### src/rtl/dac_chain_pkg.sv
// Shared widths, constants and sample/carrier types for the DAC transmit chain.
package dac_chain_pkg;
  localparam int unsigned SAMPLE_W  = 16;
  localparam int unsigned CARRIER_W = 8;
  localparam int unsigned DAC_W     = 14;
  localparam int unsigned PROD_W    = SAMPLE_W + CARRIER_W;
  localparam int unsigned SUM_W     = PROD_W + 1;
  localparam int unsigned OUT_LSB   = 7;
  localparam int unsigned OUT_MSB   = OUT_LSB + DAC_W - 1;
  localparam int unsigned RATIO_W   = 16;

  localparam logic [DAC_W-1:0] DAC_MID = 14'h2000;

  typedef struct packed {
    logic signed [SAMPLE_W-1:0] q;
    logic signed [SAMPLE_W-1:0] i;
  } iq_t;

  typedef struct packed {
    logic signed [CARRIER_W-1:0] sin_v;
    logic signed [CARRIER_W-1:0] cos_v;
  } carrier_t;

  function automatic logic [RATIO_W-1:0] eff_ratio(input logic [RATIO_W-1:0] r);
    return (r == '0) ? RATIO_W'(1) : r;
  endfunction
endpackage

### src/rtl/dac_chain_if.sv
// AXI-Stream style baseband sample channel feeding the DAC chain.
interface dac_chain_if;
  import dac_chain_pkg::*;

  logic [2*SAMPLE_W-1:0] tdata;
  logic                  tvalid;
  logic                  tready;
  logic [3:0]            tkeep;
  logic                  tlast;

  modport master (output tdata, tvalid, tkeep, tlast, input tready);
  modport slave  (input tdata, tvalid, tkeep, tlast, output tready);
endinterface

### src/rtl/dac_chain_mixer.sv
// Three-stage I/Q upconversion mixer with saturation to an offset-binary DAC code.
module dac_chain_mixer
  import dac_chain_pkg::*;
(
  input  logic             clk_i,
  input  logic             rst_i,
  input  logic             en_i,
  input  iq_t              hold_i,
  input  carrier_t         carrier_i,
  output logic [DAC_W-1:0] dac_o
);
  logic signed [PROD_W-1:0] p_i_q, p_i_d, p_q_q, p_q_d;
  logic signed [SUM_W-1:0]  diff_q, diff_d;
  logic signed [DAC_W-1:0]  sat;
  logic [SUM_W-1-OUT_MSB:0] top;
  logic [DAC_W-1:0]         dac_q, dac_d;

  always_comb begin
    p_i_d  = PROD_W'(hold_i.i) * PROD_W'(carrier_i.cos_v);
    p_q_d  = PROD_W'(hold_i.q) * PROD_W'(carrier_i.sin_v);
    diff_d = SUM_W'(p_i_q) - SUM_W'(p_q_q);
    // y[20:7] is representable only when the bits above it are pure sign extension
    top = diff_q[SUM_W-1:OUT_MSB];
    if ((&top) || !(|top)) begin
      sat = diff_q[OUT_MSB:OUT_LSB];
    end else if (diff_q[SUM_W-1]) begin
      sat = {1'b1, {(DAC_W-1){1'b0}}};
    end else begin
      sat = {1'b0, {(DAC_W-1){1'b1}}};
    end
    dac_d = en_i ? {~sat[DAC_W-1], sat[DAC_W-2:0]} : DAC_MID;
  end

  always_ff @(posedge clk_i) begin
    if (rst_i) begin
      p_i_q  <= '0;
      p_q_q  <= '0;
      diff_q <= '0;
      dac_q  <= DAC_MID;
    end else begin
      p_i_q  <= p_i_d;
      p_q_q  <= p_q_d;
      diff_q <= diff_d;
      dac_q  <= dac_d;
    end
  end

  assign dac_o = dac_q;
endmodule

### src/rtl/dac_chain.sv
// DAC transmit chain: sample-hold interpolation, carrier capture, mixer and DAC control.
module dac_chain
  import dac_chain_pkg::*;
(
  input  logic                 aclk,
  input  logic                 areset,
  dac_chain_if.slave           S_AXIS,
  input  logic [15:0]          S_AXIS_DDS_tdata,
  input  logic                 S_AXIS_DDS_tvalid,
  input  logic [RATIO_W-1:0]   Interp_ratio,
  input  logic [3:0]           DAC_control,
  output logic [DAC_W-1:0]     DAC_data,
  output logic                 DAC_sleep,
  output logic                 PA_enable,
  output logic                 ClockToDAC
);
  logic               en;
  logic               ready;
  logic [RATIO_W-1:0] cnt_q, cnt_d, ratio_q, ratio_d, period;
  iq_t                hold_q, hold_d;
  carrier_t           car_q, car_d;
  logic               sleep_q, pa_q, clkdiv_q;
  logic               unused_inputs;

  assign en            = DAC_control[0];
  assign unused_inputs = ^{S_AXIS.tkeep, S_AXIS.tlast, DAC_control[3:2]};

  always_comb begin
    ready = en && !areset && (cnt_q == '0);
    // Period length is captured on the tready cycle, so ratio edits land at the wrap
    period  = (cnt_q == '0) ? eff_ratio(Interp_ratio) : ratio_q;
    ratio_d = period;
    cnt_d   = '0;
    if (en && (cnt_q != period - RATIO_W'(1))) begin
      cnt_d = cnt_q + RATIO_W'(1);
    end
    hold_d = hold_q;
    if (ready) begin
      hold_d = S_AXIS.tvalid ? iq_t'(S_AXIS.tdata) : '0;
    end
    car_d = S_AXIS_DDS_tvalid ? carrier_t'(S_AXIS_DDS_tdata) : car_q;
  end

  always_ff @(posedge aclk) begin
    if (areset) begin
      cnt_q    <= '0;
      ratio_q  <= '0;
      hold_q   <= '0;
      car_q    <= '0;
      sleep_q  <= 1'b1;
      pa_q     <= 1'b0;
      clkdiv_q <= 1'b0;
    end else begin
      cnt_q    <= cnt_d;
      ratio_q  <= ratio_d;
      hold_q   <= hold_d;
      car_q    <= car_d;
      sleep_q  <= ~en;
      pa_q     <= DAC_control[1] & en;
      clkdiv_q <= ~clkdiv_q;
    end
  end

  dac_chain_mixer u_mixer (
    .clk_i     (aclk),
    .rst_i     (areset),
    .en_i      (en),
    .hold_i    (hold_q),
    .carrier_i (car_q),
    .dac_o     (DAC_data)
  );

  assign S_AXIS.tready = ready;
  assign DAC_sleep     = sleep_q;
  assign PA_enable     = pa_q;
  assign ClockToDAC    = clkdiv_q;
endmodule

### src/flat_wrapper.sv
// flat-port wrapper written by rule: the top's interface ports become plain ports
module dac_chain_flat import dac_chain_pkg::*;
  (aclk, areset, S_AXIS_DDS_tdata, S_AXIS_DDS_tvalid, Interp_ratio, DAC_control, DAC_data, DAC_sleep, PA_enable, ClockToDAC, S_AXIS_tdata, S_AXIS_tvalid, S_AXIS_tkeep, S_AXIS_tlast, S_AXIS_tready);
  dac_chain_if S_AXIS_i ();
  input  logic aclk;
  input  logic areset;
  input  logic [15:0] S_AXIS_DDS_tdata;
  input  logic S_AXIS_DDS_tvalid;
  input  logic [RATIO_W-1:0] Interp_ratio;
  input  logic [3:0] DAC_control;
  output logic [DAC_W-1:0] DAC_data;
  output logic DAC_sleep;
  output logic PA_enable;
  output logic ClockToDAC;
  input wire logic [$bits(S_AXIS_i.tdata)-1:0] S_AXIS_tdata;
  input wire logic [$bits(S_AXIS_i.tvalid)-1:0] S_AXIS_tvalid;
  input wire logic [$bits(S_AXIS_i.tkeep)-1:0] S_AXIS_tkeep;
  input wire logic [$bits(S_AXIS_i.tlast)-1:0] S_AXIS_tlast;
  output wire logic [$bits(S_AXIS_i.tready)-1:0] S_AXIS_tready;
  assign S_AXIS_i.tdata = S_AXIS_tdata;
  assign S_AXIS_i.tvalid = S_AXIS_tvalid;
  assign S_AXIS_i.tkeep = S_AXIS_tkeep;
  assign S_AXIS_i.tlast = S_AXIS_tlast;
  assign S_AXIS_tready = S_AXIS_i.tready;
  dac_chain u_core (.aclk(aclk), .areset(areset), .S_AXIS(S_AXIS_i), .S_AXIS_DDS_tdata(S_AXIS_DDS_tdata), .S_AXIS_DDS_tvalid(S_AXIS_DDS_tvalid), .Interp_ratio(Interp_ratio), .DAC_control(DAC_control), .DAC_data(DAC_data), .DAC_sleep(DAC_sleep), .PA_enable(PA_enable), .ClockToDAC(ClockToDAC));
endmodule
### config.mk
export PLATFORM = sky130hd
export DESIGN_NAME = dac_chain_flat
export DESIGN_NICKNAME = d
export VERILOG_FILES = /design/src/rtl/dac_chain_pkg.sv /design/src/rtl/dac_chain_if.sv /design/src/rtl/dac_chain_mixer.sv /design/src/rtl/dac_chain.sv /design/src/flat_wrapper.sv
export SDC_FILE = /design/constraint.sdc
export NUM_CORES = 1
export LEC_CHECK = 0
export CAP_MARGIN = 5
export CORE_ASPECT_RATIO = 1.75
export CORE_MARGIN = 2
export CORE_UTILIZATION = 60
export DETAILED_ROUTE_END_ITERATION = 16
export PLACE_DENSITY = 0.76
export SYNTH_ARGS = -nofsm -noshare
export SYNTH_HDL_FRONTEND = slang
export SYNTH_SLANG_ARGS = --single-unit
### constraint.sdc
create_clock -name aclk -period 6.4 [get_ports aclk]
set_clock_uncertainty 0.15 [all_clocks]
set_input_delay 0.96 -clock aclk [delete_from_list [all_inputs] [get_ports aclk]]
set_output_delay 0.96 -clock aclk [all_outputs]
set_load 0.1 [all_outputs]
# == Word-level counts from Yosys, hierarchy flattened ==
# Cells that the tools add are included.
# classes
reduce_logical,12
bitwise_logic,5
mul,2
n_mux,5
eq_ne,1
n_addsub,3
# op_table
operator,count
$mul 16x8->24,2
$logic_not 16->1,2
$mux 16,2
$mux 32,1
$mux 14,2
$sub 24x24->25,1
$add 16x1->16 const B,1
$ne 16x16->1,1
$sub 16x1->16 const B,1
$reduce_and 5->1,1
$reduce_or 5->1,1
$not 1->1,4
$reduce_or 2->1,2
$logic_and 1x1->1,3
$logic_not 1->1,2
$and 1x1->1,1
$logic_or 1x1->1,1
# totals
register_bits,170
word_cells,41
out_inout_bits,18
inputBits,77

# == Depth between registers and ports, before layout ==
# Gate-level depths: netlist of the first run.
# depth
ltp_word,8
ltp_mapped,19

# == By module ==
# From an unflattened synthesis of the first run, not the netlist that was laid out.
# hier_totals
cells_unflattened,1870
hier_area_um2,16465.8
# modules_own_cells
module,area_per_inst_um2,cells_each,instances
dac_chain_mixer,12508.2,1411,1
dac_chain,3957.5,459,1

# == Worst setup path before layout of the first run ==
# No wires, ideal clock.
# synth_path
kind,reg2reg
from,register u_core.car_q[15] in the netlist's numbering
to,register u_core.u_mixer.p_q_q[22]
t_required_ns,6.129
arrival_ns,4.948
path_buffers,1
period_less_slack_ns,5.218
setup_slack_ns,1.182
stages_incl_launch_ff,19
path_cell_list,dfxtp_1 > inv_1 > buf_1 > fa_1 > fa_1 > inv_1 > fa_1 > inv_1 > fa_1 > inv_1 > ha_1 > o21a_1 > o31a_1 > o31a_1 > o41ai_1 > o21ai_0 > o41ai_1 > o21ai_0 > mux2_2
# synth_between
elab_chain_len,1
# synth_lines
item,line,source
from (decl),dac_chain.sv:21,"carrier_t car_q, car_d;"
from (signal assigned),dac_chain.sv:57,car_q <= car_d;
$mul 16x8->24,dac_chain_mixer.sv:20,p_q_d = PROD_W'(hold_i.q) * PROD_W'(carrier_i.sin_v);
to (signal assigned),dac_chain_mixer.sv:42,p_q_q <= p_q_d;
to (decl),dac_chain_mixer.sv:12,"logic signed [PROD_W-1:0] p_i_q, p_i_d, p_q_q, p_q_d;"
# No other way between the ends.
# A chain may end at the register's enable or synchronous reset.

# == Worst setup path after layout of the first run ==
# layout_path
from,register u_core.car_q[10] in the netlist's numbering
to,register u_core.u_mixer.p_q_q[22]
# Same word-level chain as after synthesis.

==> impl_metrics.tcl, run 1 <==
set metrics [dict create \
    status "finished, final reports clean" \
    synth_xor_xnor_area_share_pct 4.45 \
    final_cells 2201 \
    synth_top_family_by_area "adder cells" \
    worst_slew_pin_slew_ns 1.18 \
    initial_core_util_pct 61.1 \
    die_height_um 220 \
    period_share_pct 93.1 \
    crit_top_cell "fa_1" \
    cts.repair.resized 0 \
    postCtsSetupRepairBufs 0 \
    place_congestion 0.917 \
    drt_iter0_markers 491 \
    grt_max_degree 79 \
    syn_avg_cell_area_sq_um 8.79 \
    ff_latch_area_sq_um 3260 \
    hp-start "u_core.ClockToDAC" \
    grt_pass1_wl_mm 61.0 \
    syn-cell-area_sq_um 15900 \
    crit_fanout 17 \
    synth_top_area_cell "fa_1" \
    grt.total_usage_pct 27.7 \
    grt_pass1_vias 13036 \
    final_hold_viol_count 0 \
    numCtsBuffers 17 \
    layout_commonest_cell "inv_1" \
    muxShareOfSynthArea_pct 2.16 \
    multi_input_area_sq_um 11300 \
    cts.hold.buffers_added 0 \
    synth_cells 1812 \
    wl_per_cell_um 16.7 \
    yosys_warnings 0 \
    h-tree-depth 4 \
    drtPass1Iterations 5 \
    yosysUniqueCellTypes 65 \
    power_frac_clock_pct 34.4 \
    p_per_area_nw_per_um2 170 \
    synth-seq-cells 163 \
    ys.flop_type "dfxtp_1" \
    synth_compound_area_share_pct 8.78 \
    cts.clk_slew.worst_paths_ns 0.07 \
    yosys-top-cells-area "fa_1 26%, dfxtp_1 20%, ha_1 9.1%" \
    critical_path.startpoint "u_core.car_q[10]" \
    cp-start-kind "flip-flop" \
    final_cell_mix "301 x inv_1, 206 x fa_1, 178 x and2_1" \
    synth-simple-area-share_pct 20.4 \
    synth-adder-area-share_pct 35.0 \
    cpLargestDelayFamily "adder cells" \
    worst_path_max_delay_cell "dfxtp_1" \
    p_int_w 0.00198 \
    max_freq_mhz 168 \
    drc 0 \
    setup_tns_ns 0 \
    clock_latency_ns 0.45 \
    ioPinCount 95 \
    crit_chain "nand2_1, fa_1, fa_1, inv_1, fa_1, inv_1, fa_1, inv_1, ha_1, o21a_1, o31a_1, o31a_1, o41ai_1, o21ai_0, o41ai_1, o21ai_0, mux2_2" \
    cts_tree "done" \
    core-area_sq_um 26100 \
    share_comb_of_total_power_pct 26.7 \
    placed_cells 2169 \
    p_leak_nw 8.29 \
    root_buffer "clkbuf_16" \
    rows 78 \
    fp.dieArea_sq_um 27900 \
    critPathKind "flip-flop to flip-flop" \
    syn_to_final_growth_pct 10.8 \
    ant_nets 0 \
    max-slew-margin-rel_pct 21.2 \
    worstSetupEndpointType "flip-flop" \
    cp_data_arrival_time_ns 6.15 \
    overflow 0 \
    finalSetupViolCount 0 \
    hpwl_mm 29.4 \
    antennaDiodeCount 0 \
    critPathRequiredTime_ns 6.59 \
    antenna_found_initial 0 \
    crit_buf_inv 3 \
    clockBufferDepth 2 \
    reg2reg_from "u_core.car_q[10]" \
    synth-edff-count 0 \
    drive_above_1_share_pct 3.72 \
    nets 2267 \
    power_switching_w 0.00103 \
    vdd_ir_drop_max_mv 0.189 \
    syn-num-nets 2211 \
    fin_crit_ns 5.96 \
    min_path_type "flip-flop to flip-flop" \
    seq_area_frac_synth_pct 20.5 \
    p_seq_share_pct 38.8 \
    design_area_sq_um 17600 \
    fill_cells 2124 \
    dpl_cell_area_sq_um 17100 \
    num_vias 12374 \
    routed_wl_mm 36.8 \
    post_drt_via_cell_ratio 5.62 \
    port_buffers 87 \
    p_sw_share_pct 34.2 \
    drv_slew 0 \
    synthArstFlopShare_pct 0 \
    cts.sinks 163 \
    die_w_um 127 \
    drv_cap 0 \
    slowest_delay_ns 0.75 \
    synth_top_cell_area_share_pct 25.9 \
    rsz0062_at_grt "no" \
]
-- registers in the layout (all words and copies together), names as in the netlist --
name	cells
u_core.DAC_sleep	1
u_core.cnt_q	16
u_core.u_mixer.diff_q	18
u_core.hold_q	32
u_core.car_q	16
u_core.u_mixer.p_i_q	24
u_core.ClockToDAC	1
u_core.u_mixer.dac_o	14
u_core.PA_enable	1
u_core.ratio_q	16
u_core.u_mixer.p_q_q	24
-- logic make-up after synthesis --
| logic type | Yosys count |
|---|---|
| AOI/OAI and AO/OA | 216 |
| xor gates and xnor gates | 81 |
| adders and majority gates | 322 |
| buffers and inverters | 367 |
| DFF | 163 |
| muxes | 34 |
| and+or+nand+nor | 629 |
-- per-layer routing --
layer,track usage (%),up-vias,part of all wire (%)
li1,-,5869,-
met1,27.8,6105,35
met2,54.1,285,57
met3,3.45,115,2.7
met4,15.4,0,5.0
met5,0,-,0
-- worst paths after layout --
check	end	slack (ns)	cells past startpoint
max	u_core.u_mixer.p_q_q[22]	0.44	17
min	u_core.ClockToDAC	0.28	1
max reg2reg	u_core.u_mixer.p_q_q[22]	0.44	17
min reg2reg	u_core.ClockToDAC	0.28	1
-- through the flow --
step / power (W) / hold slack, ns / utilization [%] / setup WS (ns)
after floorplan: 0.00175 / 0.224 / - / 1.18
after detailed placement: 0.00199 / 0.277 / 65.5 / 0.536
after CTS: 0.00303 / 0.288 / 67.7 / 0.496
after global placement: 0.00197 / 0.246 / 65.5 / 0.668
final: 0.00301 / 0.284 / 67.7 / 0.441
after global routing: 0.00315 / 0.307 / 67.7 / 0.282
-- cell usage after synthesis, drive strengths merged (4+ instances only) --
library cell / instances
inv: 301
fa: 206
and2: 178
dfxtp: 163
nor2: 139
nand2: 117
ha: 116
a21oi: 81
nand3: 56
clkbuf: 50
xnor2: 46
nor3: 35
o21ai: 35
xor2: 35
mux2i: 31
nor2b: 21
a21o: 20
buf: 16
and3: 14
nand2b: 13
or3: 13
a211oi: 12
o21a: 11
a31oi: 10
or4: 9
nor4: 7
o21bai: 7
nor4b: 5
o41ai: 5
or2: 5
nor3b: 4
o211ai: 4
-- cell type report --
type                    count  area share (%)
inverters                 301            6.40
repair buffers            103            5.59
clock buffers              19            2.57
well taps                 320            2.27
clock inverters            13           0.801
multi-input cells        1282            63.9
flip-flops and latches    163            18.5
-- power by group through the flow --
| stage | combinational [W] | clock [W] | sequential [W] |
|---|---|---|---|
| after CTS | 0.000808 | 0.00105 | 0.00117 |
| final | 0.000803 | 0.00104 | 0.00117 |
| after detailed placement | 0.000803 | 0 | 0.00119 |
| after floorplan | 0.000479 | 0 | 0.00127 |
| after global placement | 0.000785 | 0 | 0.00118 |
| after global routing | 0.000881 | 0.00110 | 0.00117 |
-- worst reg2reg max path, cell delays in order (launching register included) --
cell	delay (ns)
dfxtp_1	0.75
nand2_1	0.17
fa_1	0.53
fa_1	0.57
inv_1	0.06
fa_1	0.48
inv_1	0.05
fa_1	0.49
inv_1	0.05
ha_1	0.34
o21a_1	0.22
o31a_1	0.12
o31a_1	0.30
o41ai_1	0.41
o21ai_0	0.23
o41ai_1	0.45
o21ai_0	0.20
mux2_2	0.29
Power figures use the tool's default switching activity.
==> run 2, diff against run 1 <==
--- a/config.mk
+++ b/config.mk
@@ -10,7 +10,9 @@
 export CORE_MARGIN = 2
 export CORE_UTILIZATION = 60
 export DETAILED_ROUTE_END_ITERATION = 16
+export GPL_ROUTABILITY_DRIVEN = 0
 export PLACE_DENSITY = 0.76
 export SYNTH_ARGS = -nofsm -noshare
 export SYNTH_HDL_FRONTEND = slang
 export SYNTH_SLANG_ARGS = --single-unit
+export TNS_END_PERCENT = 5
==> results of run 2 <==
No change in the layout: final DEF, timing and power equal those of run 1.
==> run 3, diff against run 2 <==
--- a/config.mk
+++ b/config.mk
@@ -12,6 +12,7 @@
 export DETAILED_ROUTE_END_ITERATION = 16
 export GPL_ROUTABILITY_DRIVEN = 0
 export PLACE_DENSITY = 0.76
+export SETUP_SLACK_MARGIN = 0.3
 export SYNTH_ARGS = -nofsm -noshare
 export SYNTH_HDL_FRONTEND = slang
 export SYNTH_SLANG_ARGS = --single-unit
==> run 3 against run 2 <==
Effect of this change:
- register-to-register slack better by 0.06 ns
- highest routed layer unchanged
- cell count did not move
- largest power group unchanged
- worst hold slack stayed put
==> impl_metrics.tcl, run 3 (same netlist as run 1, synthesis figures left out) <==
set metrics [dict create \
    critPathRequiredTime_ns 6.59 \
    ff_latch_area_sq_um 3270 \
    worst_slew_pin_slew_ns 1.18 \
    nets 2267 \
    top_register "u_core.hold_q" \
    die_w_um 127 \
    cts_tree "done" \
    root_buffer "clkbuf_16" \
    antenna_found_initial 0 \
    final_cells 2201 \
    routed_wl_mm 36.8 \
    postCtsSetupRepairBufs 0 \
    placed_cells 2169 \
    rsz0062_at_grt "no" \
    grt_max_degree 79 \
    cp-start-kind "flip-flop" \
    p_per_area_nw_per_um2 170 \
    drc 0 \
    drv_slew 0 \
    num_vias 12374 \
    grt_pass1_wl_mm 61.0 \
    finalCoreUtilization_pct 67.7 \
    total_power_w 0.00301 \
    cts.sinks 163 \
    cts.clk_slew.worst_paths_ns 0.07 \
    max_freq_mhz 170 \
    port_buffers 87 \
    drive_above_1_share_pct 3.83 \
    dpl_worst_slack_ns 0.536 \
    worst_path_max_delay_cell "dfxtp_1" \
    crit_top_cell "fa_1" \
    largest_reg_flops 32 \
    final_hold_viol_count 0 \
    layout_commonest_cell "inv_1" \
    wl_per_cell_um 16.7 \
    post_drt_via_cell_ratio 5.62 \
    reg2reg_from "u_core.car_q[9]" \
    hp-start "u_core.ClockToDAC" \
    initial_core_util_pct 61.1 \
    final_cell_mix "301 x inv_1, 206 x fa_1, 178 x and2_1" \
    rows 78 \
    crit_chain "nand2_1, fa_1, fa_1, inv_1, fa_1, inv_1, fa_1, inv_1, ha_1, o21a_1, o31a_1, o31a_1, o41ai_1, o21ai_0, o41ai_1, o21ai_0, mux2_2" \
    period_share_pct 92.1 \
    drtPass1Iterations 5 \
    grt_pass1_vias 13036 \
    syn_to_final_growth_pct 10.8 \
    p_leak_nw 8.29 \
    finalSetupViolCount 0 \
    critPathKind "flip-flop to flip-flop" \
    core-area_sq_um 26100 \
    status "finished, final reports clean" \
    vdd_ir_drop_max_mv 0.189 \
    worstSetupEndpointType "flip-flop" \
    setup_tns_ns 0 \
    clock_latency_ns 0.45 \
    r2r_cells 17 \
    numCtsBuffers 17 \
    crit_buf_inv 3 \
    die_height_um 220 \
    ioPinCount 95 \
    ant_nets 0 \
    drt_iter0_markers 491 \
    crit_fanout 17 \
    antennaDiodeCount 0 \
    cpLargestDelayFamily "adder cells" \
    drv_cap 0 \
    fin_ws_ns 0.504 \
    fill_cells 2128 \
    multi_input_area_sq_um 11300 \
    hpwl_mm 29.4 \
    r2r_end "u_core.u_mixer.p_q_q[22]" \
    min_path_type "flip-flop to flip-flop" \
    overflow 0 \
    ff2ff_setup_slack_ns 0.50 \
    max-slew-margin-rel_pct 21.2 \
    grt.total_usage_pct 27.7 \
    slowest_delay_ns 0.72 \
    fp.dieArea_sq_um 27900 \
    reg_top3 "u_core.hold_q: 32 flops, u_core.u_mixer.p_i_q: 24 flops, u_core.u_mixer.p_q_q: 24 flops" \
    fin_crit_ns 5.90 \
    h-tree-depth 4 \
    cp_data_arrival_time_ns 6.09 \
    hold-path-endpoint "u_core.ClockToDAC" \
    hold_depth 1 \
    clockBufferDepth 2 \
]
run 3: worst max-delay path by stage:
stage	startpoint	endpoint	slack (ns)	cells after the start
floorplan	u_core.car_q[15]	u_core.u_mixer.p_q_q[22]	1.18	18
CTS	u_core.car_q[10]	u_core.u_mixer.p_q_q[22]	0.50	17
detailed placement	u_core.car_q[10]	u_core.u_mixer.p_q_q[22]	0.54	17
finish	u_core.car_q[9]	u_core.u_mixer.p_q_q[22]	0.50	17
global route	u_core.car_q[13]	u_core.u_mixer.p_q_q[22]	0.34	17
global placement	u_core.car_q[10]	u_core.u_mixer.p_q_q[22]	0.67	17
run 3: metrics by stage:
step	area, sq um	hold slack, ns
floorplan	15900	0.224
global placement	17100	0.246
detailed placement	17100	0.277
CTS	17600	0.288
global route	17700	0.307
finish	17700	0.284
run 3: where the power goes:
part / switching (W) / internal [W] / total (W)
combinational: 0.000497 / 0.000306 / 0.000803
clock: 0.000464 / 0.000572 / 0.00104
sequential: 0.0000658 / 0.00110 / 0.00117
run 3: routing by layer:
| metal | up-vias | track usage [%] | wire [um] |
|---|---|---|---|
| li1 | 5869 | - | - |
| met1 | 6105 | 27.8 | 13000 |
| met2 | 285 | 54.1 | 20900 |
| met3 | 115 | 3.45 | 1010 |
| met4 | 0 | 15.4 | 1830 |
| met5 | - | 0 | 0 |
run 3: layout make-up:
class                   instances  share of cell area, %
clock buffers                  19                   2.57
clock inverters                13                  0.801
inverters                     301                   6.40
multi-input cells            1282                   63.9
flip-flops and latches        163                   18.5
well taps                     320                   2.27
repair buffers                103                   5.59
run 3: timing repair:
item | in CTS | in global routing
resized for setup | 0 | 2
endpoints found under the setup margin | 0 | 1
hold buffers | 0 | 0
